`src/rtl/alu_pkg.sv`:
```
// Shared ALU definitions: opcodes, flag indices, arbiter FSM states.
// Imported by alu and alu_arbiter.
package alu_pkg;

  localparam int BW_DEF = 4;

  localparam int OVF  = 2;
  localparam int NEG  = 1;
  localparam int ZERO = 0;

  typedef enum logic [2:0] {
    OP_ADD   = 3'b000,
    OP_SUB   = 3'b001,
    OP_AND   = 3'b010,
    OP_OR    = 3'b011,
    OP_XOR   = 3'b100,
    OP_INC   = 3'b101,
    OP_PASSA = 3'b110,
    OP_PASSB = 3'b111
  } op_e;

  typedef enum logic [1:0] {
    S_IDLE = 2'b00,
    S_EXEC = 2'b01,
    S_RESP = 2'b10
  } state_e;

endpackage

```
`src/rtl/alu.sv`:
```
// Combinational BW-bit ALU with {overflow, negative, zero} flags.
// Ports: i_op (4b, top bit reserved -> result 0), i_a, i_b, o_out, o_flags.
module alu
  import alu_pkg::*;
#(
  parameter int BW = BW_DEF
) (
  input  logic [3:0]    i_op,
  input  logic [BW-1:0] i_a,
  input  logic [BW-1:0] i_b,
  output logic [BW-1:0] o_out,
  output logic [2:0]    o_flags
);

  logic [BW-1:0] w_out;
  logic          w_ovf;
  logic          w_sa;
  logic          w_sb;
  logic          w_so;

  assign w_sa = i_a[BW-1];
  assign w_sb = i_b[BW-1];
  assign w_so = w_out[BW-1];

  always_comb begin
    w_out = '0;
    w_ovf = 1'b0;
    if (!i_op[3]) begin
      unique case (op_e'(i_op[2:0]))
        OP_ADD: begin
          w_out = i_a + i_b;
          w_ovf = (w_sa == w_sb) && (w_so != w_sa);
        end
        OP_SUB: begin
          w_out = i_a - i_b;
          w_ovf = (w_sa != w_sb) && (w_so != w_sa);
        end
        OP_AND:   w_out = i_a & i_b;
        OP_OR:    w_out = i_a | i_b;
        OP_XOR:   w_out = i_a ^ i_b;
        OP_INC:   w_out = i_a + 1'b1;
        OP_PASSA: w_out = i_a;
        OP_PASSB: w_out = i_b;
      endcase
    end
  end

  always_comb begin
    o_out         = w_out;
    o_flags       = '0;
    o_flags[OVF]  = w_ovf;
    o_flags[NEG]  = w_out[BW-1];
    o_flags[ZERO] = (w_out == '0);
  end

endmodule

```
`src/rtl/alu_arbiter.sv`:
```
// Two-requester front end sharing one ALU: IDLE -> EXEC -> RESP.
// Ports: req_* request side, resp_* response side, busy, op_count.
module alu_arbiter
  import alu_pkg::*;
#(
  parameter int BW = BW_DEF
) (
  input  logic          clk,
  input  logic          rst_n,
  input  logic [1:0]    req_valid,
  output logic [1:0]    req_ready,
  input  logic [2:0]    req_opcode0,
  input  logic [2:0]    req_opcode1,
  input  logic [BW-1:0] req_a0,
  input  logic [BW-1:0] req_a1,
  input  logic [BW-1:0] req_b0,
  input  logic [BW-1:0] req_b1,
  output logic [1:0]    resp_valid,
  input  logic [1:0]    resp_ready,
  output logic [BW-1:0] resp_out,
  output logic [2:0]    resp_flags,
  output logic          busy,
  output logic [7:0]    op_count
);

  state_e        r_state;
  state_e        w_next;
  logic          r_grant;
  logic          r_rr;
  logic [2:0]    r_op;
  logic [BW-1:0] r_a;
  logic [BW-1:0] r_b;
  logic [BW-1:0] r_out;
  logic [2:0]    r_flags;
  logic [7:0]    r_cnt;
  logic          w_gnt;
  logic          w_accept;
  logic          w_done;
  logic [BW-1:0] w_alu_out;
  logic [2:0]    w_alu_flags;

  // A lone request wins outright; the pointer only breaks ties.
  assign w_gnt = (&req_valid) ? r_rr : req_valid[1];

  always_ff @(posedge clk or negedge rst_n) begin
    if (!rst_n) r_state <= S_IDLE;
    else        r_state <= w_next;
  end

  always_comb begin
    w_next     = r_state;
    req_ready  = 2'b00;
    resp_valid = 2'b00;
    busy       = 1'b1;
    w_accept   = 1'b0;
    w_done     = 1'b0;
    unique case (r_state)
      S_IDLE: begin
        busy = 1'b0;
        if (|req_valid) begin
          w_accept         = 1'b1;
          req_ready[w_gnt] = 1'b1;
          w_next           = S_EXEC;
        end
      end
      S_EXEC: w_next = S_RESP;
      S_RESP: begin
        resp_valid[r_grant] = 1'b1;
        if (resp_ready[r_grant]) begin
          w_done = 1'b1;
          w_next = S_IDLE;
        end
      end
      default: w_next = S_IDLE;
    endcase
  end

  always_ff @(posedge clk or negedge rst_n) begin
    if (!rst_n) begin
      r_grant <= 1'b0;
      r_rr    <= 1'b0;
      r_op    <= '0;
      r_a     <= '0;
      r_b     <= '0;
      r_out   <= '0;
      r_flags <= '0;
      r_cnt   <= '0;
    end else begin
      if (w_accept) begin
        r_grant <= w_gnt;
        r_op    <= w_gnt ? req_opcode1 : req_opcode0;
        r_a     <= w_gnt ? req_a1 : req_a0;
        r_b     <= w_gnt ? req_b1 : req_b0;
      end
      if (r_state == S_EXEC) begin
        r_out   <= w_alu_out;
        r_flags <= w_alu_flags;
      end
      if (w_done) begin
        r_rr  <= ~r_grant;
        r_cnt <= r_cnt + 8'd1;
      end
    end
  end

  alu #(
    .BW(BW)
  ) u_alu (
    .i_op    ({1'b0, r_op}),
    .i_a     (r_a),
    .i_b     (r_b),
    .o_out   (w_alu_out),
    .o_flags (w_alu_flags)
  );

  assign resp_out   = r_out;
  assign resp_flags = r_flags;
  assign op_count   = r_cnt;

endmodule
```
`config.mk`:
```
export PLATFORM = sky130hd
export DESIGN_NAME = alu_arbiter
export DESIGN_NICKNAME = d
export VERILOG_FILES = /design/src/rtl/alu_pkg.sv /design/src/rtl/alu.sv /design/src/rtl/alu_arbiter.sv
export SDC_FILE = /design/constraint.sdc
export NUM_CORES = 1
export LEC_CHECK = 0
export ABC_AREA = 1
export CAP_MARGIN = 20
export CORE_UTILIZATION = 45
export DETAILED_ROUTE_END_ITERATION = 8
export GPL_TIMING_DRIVEN = 0
export PLACE_DENSITY_LB_ADDON = 0.1
export SYNTH_ARGS = -nofsm -noshare
export SYNTH_HDL_FRONTEND = slang
export SYNTH_HIERARCHICAL = 1
export SYNTH_SLANG_ARGS = --single-unit
```
`constraint.sdc`:
```
create_clock -name clk -period 3 [get_ports clk]
set_clock_uncertainty 0.15 [all_clocks]
set_input_delay 0.6 -clock clk [delete_from_list [all_inputs] [get_ports clk]]
set_output_delay 0.6 -clock clk [all_outputs]
set_load 0.02 [all_outputs]
```
# Word-level counts from Yosys, hierarchy flattened
# Index checks and enable logic that the tools add are counted.
# Widths: inputs -> output; s select.
totals:
  regBits: 30
  in_bits: 28
  output_inout_bits: 20
  elab_cells: 68
classes:
  addsub: 4
  magnitude_cmp: 4
  eq_ne: 14
  n_mux: 23
  bitwise_logic: 4
  reduce_logical: 10
ops:
  columns: ["op", "count"]
  rows:
  - ["$pmux 4 s8", 1]
  - ["$eq 3x3->1 const B", 4]
  - ["$mux 1", 10]
  - ["$mux 2", 5]
  - ["$add 8x1->8 const B", 1]
  - ["$mux 4", 2]
  - ["$eq 3x2->1 const B", 2]
  - ["$pmux 2 s3", 1]
  - ["$add 4x1->4 const B", 1]
  - ["$add 4x4->4", 1]
  - ["$and 4x4->4", 1]
  - ["$logic_and 1x1->1", 4]
  - ["$logic_not 4->1", 1]
  - ["$lt 1x2->1 const B", 2]
  - ["$ne 2x2->1 const B", 2]
  - ["$or 4x4->4", 1]
  - ["$reduce_and 2->1", 2]
  - ["$sub 4x4->4", 1]
  - ["$xor 4x4->4", 1]
  - ["$eq 3x1->1 const B", 1]
  - ["$logic_not 3->1", 1]
  - ["$mux 3", 1]
  - ["$demux 1 s1", 2]
  - ["$eq 2x1->1 const B", 1]
  - ["other kinds (8)", 10]

# Logic depth before layout (Yosys ltp)
depth:
  ltp_word: 8
  mapped_depth: 18
  depth_no_buf: 17

# Modules after synthesis
# Netlist, hierarchy kept.
by_module_without_submodules:
  columns: ["module", "instances", "cells_per_inst", "area_each_um2", "seq_area_each_um2"]
  rows:
  - ["alu_arbiter", 1, 189, 1500.2, 750.7]
  - ["alu", 1, 125, 755.7, 0.0]

# Worst setup path before layout
# OpenSTA, ideal clock, no wires.
synth_path:
  kind: "register to register"
  from: "register r_b[0]"
  to: "register r_flags[2] (netlist: resp_flags[2])"
  setup_time_ps: 125
  arrival_ps: 2258
  required_time_ps: 2725
  slack_ps: 468
  path_stages_with_launch: 17
  path_buffers: 1
  synth_period_minus_slack_ps: 2532
  cell_sequence: "dfrtp_1 > inv_1 > ha_1 > xor2_1 > o21ai_0 > o21a_1 > ha_1 > nand3_1 > nand4_1 > nand2_1 > inv_1 > nand2_1 > nand3_2 > a21oi_1 > nor2_1 > buf_4 > mux2_2"
synth_between:
  elab_chain_cells: 5
  elab_cells_between_ends: 7
  classes_between: "add/sub (2); eq/ne (1); mux (2); reduce/logical (2)"
synth_lines:
  columns: ["element", "line_no", "text"]
  rows:
  - ["start: declaration", "alu_arbiter.sv:32", "logic [BW-1:0] r_b;"]
  - ["start signal: assignment", "alu_arbiter.sv:93", "r_b <= w_gnt ? req_b1 : req_b0;"]
  - ["$sub 4x4->4 or $add 4x4->4 (tied branches)", "alu.sv:35, alu.sv:31", null]
  - ["$pmux 4 s8 (*)", "alu.sv:29", "unique case (op_e'(i_op[2:0]))"]
  - ["$ne 1x1->1 (*)", "alu.sv:32, alu.sv:36", null]
  - ["$logic_and 1x1->1, on equally long branches", "alu.sv:36, alu.sv:32", null]
  - ["$pmux 1 s2 (*)", "alu.sv:29", null]
  - ["named net u_alu.w_ovf", "alu.sv:16", "logic w_ovf;"]
  - ["end signal: assignment", "alu_arbiter.sv:97", "r_flags <= w_alu_flags;"]
  - ["end: declaration", "alu_arbiter.sv:34", "logic [2:0] r_flags;"]
# The timed path passes the listed nets; every way through them passes the cells marked *.
# A chain may end at the register's enable or synchronous reset.

# Worst setup path after layout
# Ends and elaborated chain as after synthesis.

==> impl_metrics.prom <==
# TYPE chip_impl_metric gauge
chip_impl_metric{name="routed_wl",unit="mm"} 4.58
chip_impl_info{name="cts_tree",value="built"} 1
chip_impl_info{name="critical_path.endpoint",value="resp_flags[2]$_DFFE_PN0N_"} 1
chip_impl_metric{name="synth_edf_count",unit=""} 0
chip_impl_metric{name="worstPathArrival",unit="ns"} 2.75
chip_impl_metric{name="r2r_slack",unit="ns"} 0.27
chip_impl_info{name="timing.hold.worst.class",value="reg2reg"} 1
chip_impl_info{name="worst_r2r_startpoint",value="r_b[0]$_DFFE_PN0P_"} 1
chip_impl_info{name="yosysMostFrequentCell",value="nand2_1"} 1
chip_impl_metric{name="power.total",unit="mW"} 2.94
chip_impl_metric{name="grt_antenna_before_repair",unit=""} 0
chip_impl_metric{name="async_reset_ff_frac",unit=""} 1.00
chip_impl_metric{name="max-clock-path-buffers",unit=""} 2
chip_impl_metric{name="chipHeight",unit="microns"} 72.8
chip_impl_metric{name="grt.overflow.total",unit=""} 0
chip_impl_metric{name="synthesis.yosys.warnings",unit=""} 6
chip_impl_info{name="synth_ff_type",value="dfrtp_1"} 1
chip_impl_metric{name="post_drt_via_cell_ratio",unit=""} 4.56
chip_impl_metric{name="ant_nets",unit=""} 0
chip_impl_info{name="cp-start-kind",value="register"} 1
chip_impl_metric{name="synth_largest_type_area_fraction",unit=""} 0.333
chip_impl_metric{name="insertion_delay",unit="ns"} 0.28
chip_impl_metric{name="route.detailed.wl_per_inst",unit="microns"} 10.4
chip_impl_metric{name="cts_inserted_buffers",unit=""} 5
chip_impl_metric{name="grt_max_degree",unit=""} 21
chip_impl_metric{name="layout-area-overhead-vs-synth",unit="%"} 31.2
chip_impl_metric{name="count_of_endpoints_failing_hold_in_the_final_timing_report",unit=""} 0
chip_impl_metric{name="hold_buffers",unit=""} 0
chip_impl_metric{name="syn_avg_cell_area",unit="sq um"} 7.18
chip_impl_metric{name="die_width",unit="microns"} 72.8
chip_impl_info{name="cts_root_buf",value="clkbuf_8"} 1
chip_impl_metric{name="port-buffer-count",unit=""} 47
chip_impl_metric{name="final.setup.tns",unit="ns"} 0
chip_impl_metric{name="worst_slew_pin_slew",unit="ns"} 0.598
chip_impl_metric{name="number_of_global_route_vias_before_repair",unit=""} 1827
chip_impl_metric{name="initial_utilization",unit=""} 0.471
chip_impl_info{name="reg2reg_to",value="resp_flags[2]$_DFFE_PN0N_"} 1
chip_impl_metric{name="netlist-cell-type-count",unit=""} 34
chip_impl_metric{name="fp.dieArea",unit="sq mm"} 0.00530
chip_impl_metric{name="clock-sinks",unit=""} 30
chip_impl_metric{name="cts.clk_slew.worst_paths",unit="ns"} 0.06
chip_impl_metric{name="worst-endpoint-required",unit="ns"} 3.02
chip_impl_metric{name="post_synth_inst_count",unit=""} 314
chip_impl_metric{name="synth_register_bits",unit=""} 30
chip_impl_metric{name="detailedRoute.firstPassIterationCount",unit=""} 5
chip_impl_metric{name="period_needed",unit="ns"} 2.73
chip_impl_metric{name="last_weighted_congestion_value_of_the_routability_driven_placer",unit=""} 0.879
chip_impl_metric{name="cellPowerDensity",unit="mW/mm^2"} 992
chip_impl_info{name="synth_top_area_cell",value="dfrtp_1"} 1
chip_impl_metric{name="drt_iter0_drc",unit=""} 55
chip_impl_metric{name="critPathMaxFanout",unit=""} 5
chip_impl_metric{name="postLayoutCellArea",unit="sq mm"} 0.00296
chip_impl_metric{name="rows",unit=""} 25
chip_impl_metric{name="place_hpwl",unit="mm"} 3.70
chip_impl_metric{name="wire_length_of_the_first_global_routing_pass",unit="mm"} 7.95
chip_impl_info{name="worst_setup_path_startpoint",value="r_b[0]$_DFFE_PN0P_"} 1
chip_impl_metric{name="final_layout_size_suffix_gt1_frac",unit=""} 0.118
chip_impl_metric{name="timing.final.ws_setup",unit="ns"} 0.266
chip_impl_metric{name="worst_slew_margin_rel",unit=""} 0.600
chip_impl_metric{name="ant_diodes",unit=""} 0
chip_impl_metric{name="num-fill-cells",unit=""} 446
chip_impl_metric{name="gr-usage-all-layers",unit=""} 0.198
chip_impl_metric{name="placed_area",unit="sq mm"} 0.00285
chip_impl_metric{name="synth.yosys.seq_area_share",unit=""} 0.333
chip_impl_metric{name="post-cts-setup-buffers",unit=""} 0
chip_impl_info{name="rsz0062_at_grt",value="no"} 1
chip_impl_metric{name="worst_r2r_path_depth",unit=""} 18
chip_impl_metric{name="post_synth_instance_area",unit="sq mm"} 0.00226
chip_impl_metric{name="pin_count",unit=""} 48
chip_impl_metric{name="h-tree-depth",unit=""} 2
chip_impl_metric{name="routed-via-count",unit=""} 2000
chip_impl_metric{name="cap_viol_max_count",unit=""} 0
chip_impl_metric{name="pre_cts_worst_setup_slack",unit="ns"} -0.000486
chip_impl_info{name="ys_top_cells_by_count",value="nand2_1 (99), inv_1 (55), dfrtp_1 (30), nand3_1 (25), nor2_1 (21)"} 1
chip_impl_metric{name="fin_crit_sh",unit=""} 0.911
chip_impl_metric{name="drcViolationCount",unit=""} 0
chip_impl_metric{name="report.final.setup_viol",unit=""} 0
chip_impl_metric{name="design.core.area",unit="sq mm"} 0.00479
chip_impl_metric{name="worst_ir_drop_vdd",unit="mV"} 0.485
chip_impl_info{name="critPathKind",value="reg2reg"} 1
chip_impl_metric{name="clock.fmax",unit="MHz"} 366
chip_impl_metric{name="p_leak",unit="nW"} 1.58
chip_impl_metric{name="timing.final.max_slew_violations",unit=""} 0
chip_impl_metric{name="nets",unit=""} 414
chip_impl_info{name="yosys-top-cells-area",value="dfrtp_1 (33%), nand2_1 (16%), inv_1 (9.2%)"} 1
chip_impl_info{name="status",value="complete, no violations"} 1
chip_impl_info{name="worstSetupEndpointType",value="register"} 1
## worst min-delay path by stage
stage                                       start                 endpoint  depth (start not counted)
after floorplan                             rst_n  op_count[0]$_DFFE_PN0P_                          0
after global placement    op_count[7]$_DFFE_PN0P_  op_count[7]$_DFFE_PN0P_                          2
after detailed placement  op_count[7]$_DFFE_PN0P_  op_count[7]$_DFFE_PN0P_                          2
after CTS                 op_count[7]$_DFFE_PN0P_  op_count[7]$_DFFE_PN0P_                          2
after global routing      op_count[7]$_DFFE_PN0P_  op_count[7]$_DFFE_PN0P_                          2
final                     op_count[7]$_DFFE_PN0P_  op_count[7]$_DFFE_PN0P_                          2
## registers in the layout, indices dropped and copies added (netlist names)
| signal | flops |
|---|---|
| op_count | 8 |
| r_a | 4 |
| r_b | 4 |
| r_grant | 1 |
| r_op | 3 |
| r_rr | 1 |
| r_state | 2 |
| resp_flags | 3 |
| resp_out | 4 |
## critical path, cell delays in order (launching register included)
cell	delay, ns
dfrtp_1	0.38
inv_1	0.11
ha_1	0.23
xor2_1	0.15
o21ai_0	0.15
o21a_1	0.14
ha_1	0.26
nand3_1	0.12
nand3_1	0.07
nand2_1	0.06
nand2_1	0.07
inv_1	0.05
nand2_1	0.05
nand3_2	0.08
nand3_1	0.08
nand2_1	0.08
nor2_1	0.04
buf_4	0.12
mux2_2	0.25
## per-stage QoR
stage                     utilization  hold WS (ns)  instances
after floorplan                     -         0.154        317
after global placement          0.590         0.331        431
after detailed placement        0.595         0.333        432
after CTS                       0.619         0.349        439
after global routing            0.619         0.376        439
final                           0.619         0.344        439
## kinds of logic after synthesis
group / synth area share
compound gates: 0.0488
xor+xnor: 0.0272
fa+ha+maj: 0.0810
buf+inv: 0.139
flops: 0.333
mux: 0.0349
other cells: 0.00166
simple gates: 0.334
## timing repair
item | CTS | global route
hold endpoints to repair | 0 | 0
endpoints found under the setup margin | 1 | 0
resized for setup | 1 | 0
## layer usage
layer  vias to the layer above  routed length, microns  part of all wire  global-route usage
li1                       1068                       -                 -                   -
met1                       883                    2300              0.50               0.271
met2                        39                    2000              0.44               0.298
met3                        10                     170             0.037              0.0470
met4                         0                     104             0.023              0.0871
met5                         -                       0                 0                   0
## power by group
part | switching, mW | internal (mW) | total, mW
sequential | 0.188 | 0.572 | 0.760
combinational | 0.985 | 0.779 | 1.76
clock | 0.147 | 0.265 | 0.413
total | 1.32 | 1.62 | 2.94
## layout make-up
type                    instances  area [sq um]  area share
plain buffers                   8          78.8      0.0266
flip-flops and latches         30           751       0.254
well taps                      67          83.8      0.0283
multi-input cells             217          1200       0.406
repair buffers                 48           497       0.168
clock inverters                 1          30.0      0.0101
clock buffers                   6          82.6      0.0279
inverters                      62           235      0.0795
## placed cells by master (no fill, tap or decap), types with 4 or more instances in the layout
cell             count
o21ai_0              6
dfrtp_1             30
nand3b_1             4
nor2_1              21
nand2_1             99
ha_1                13
inv_1               55
clkbuf_8             6
a21oi_1              6
nand3_1             25
clkdlybuf4s50_1     46
xor2_1               4
inv_2                6
o21ai_1              4
conb_1               4
mux2_2               7
(Power assumes the default switching activity.)
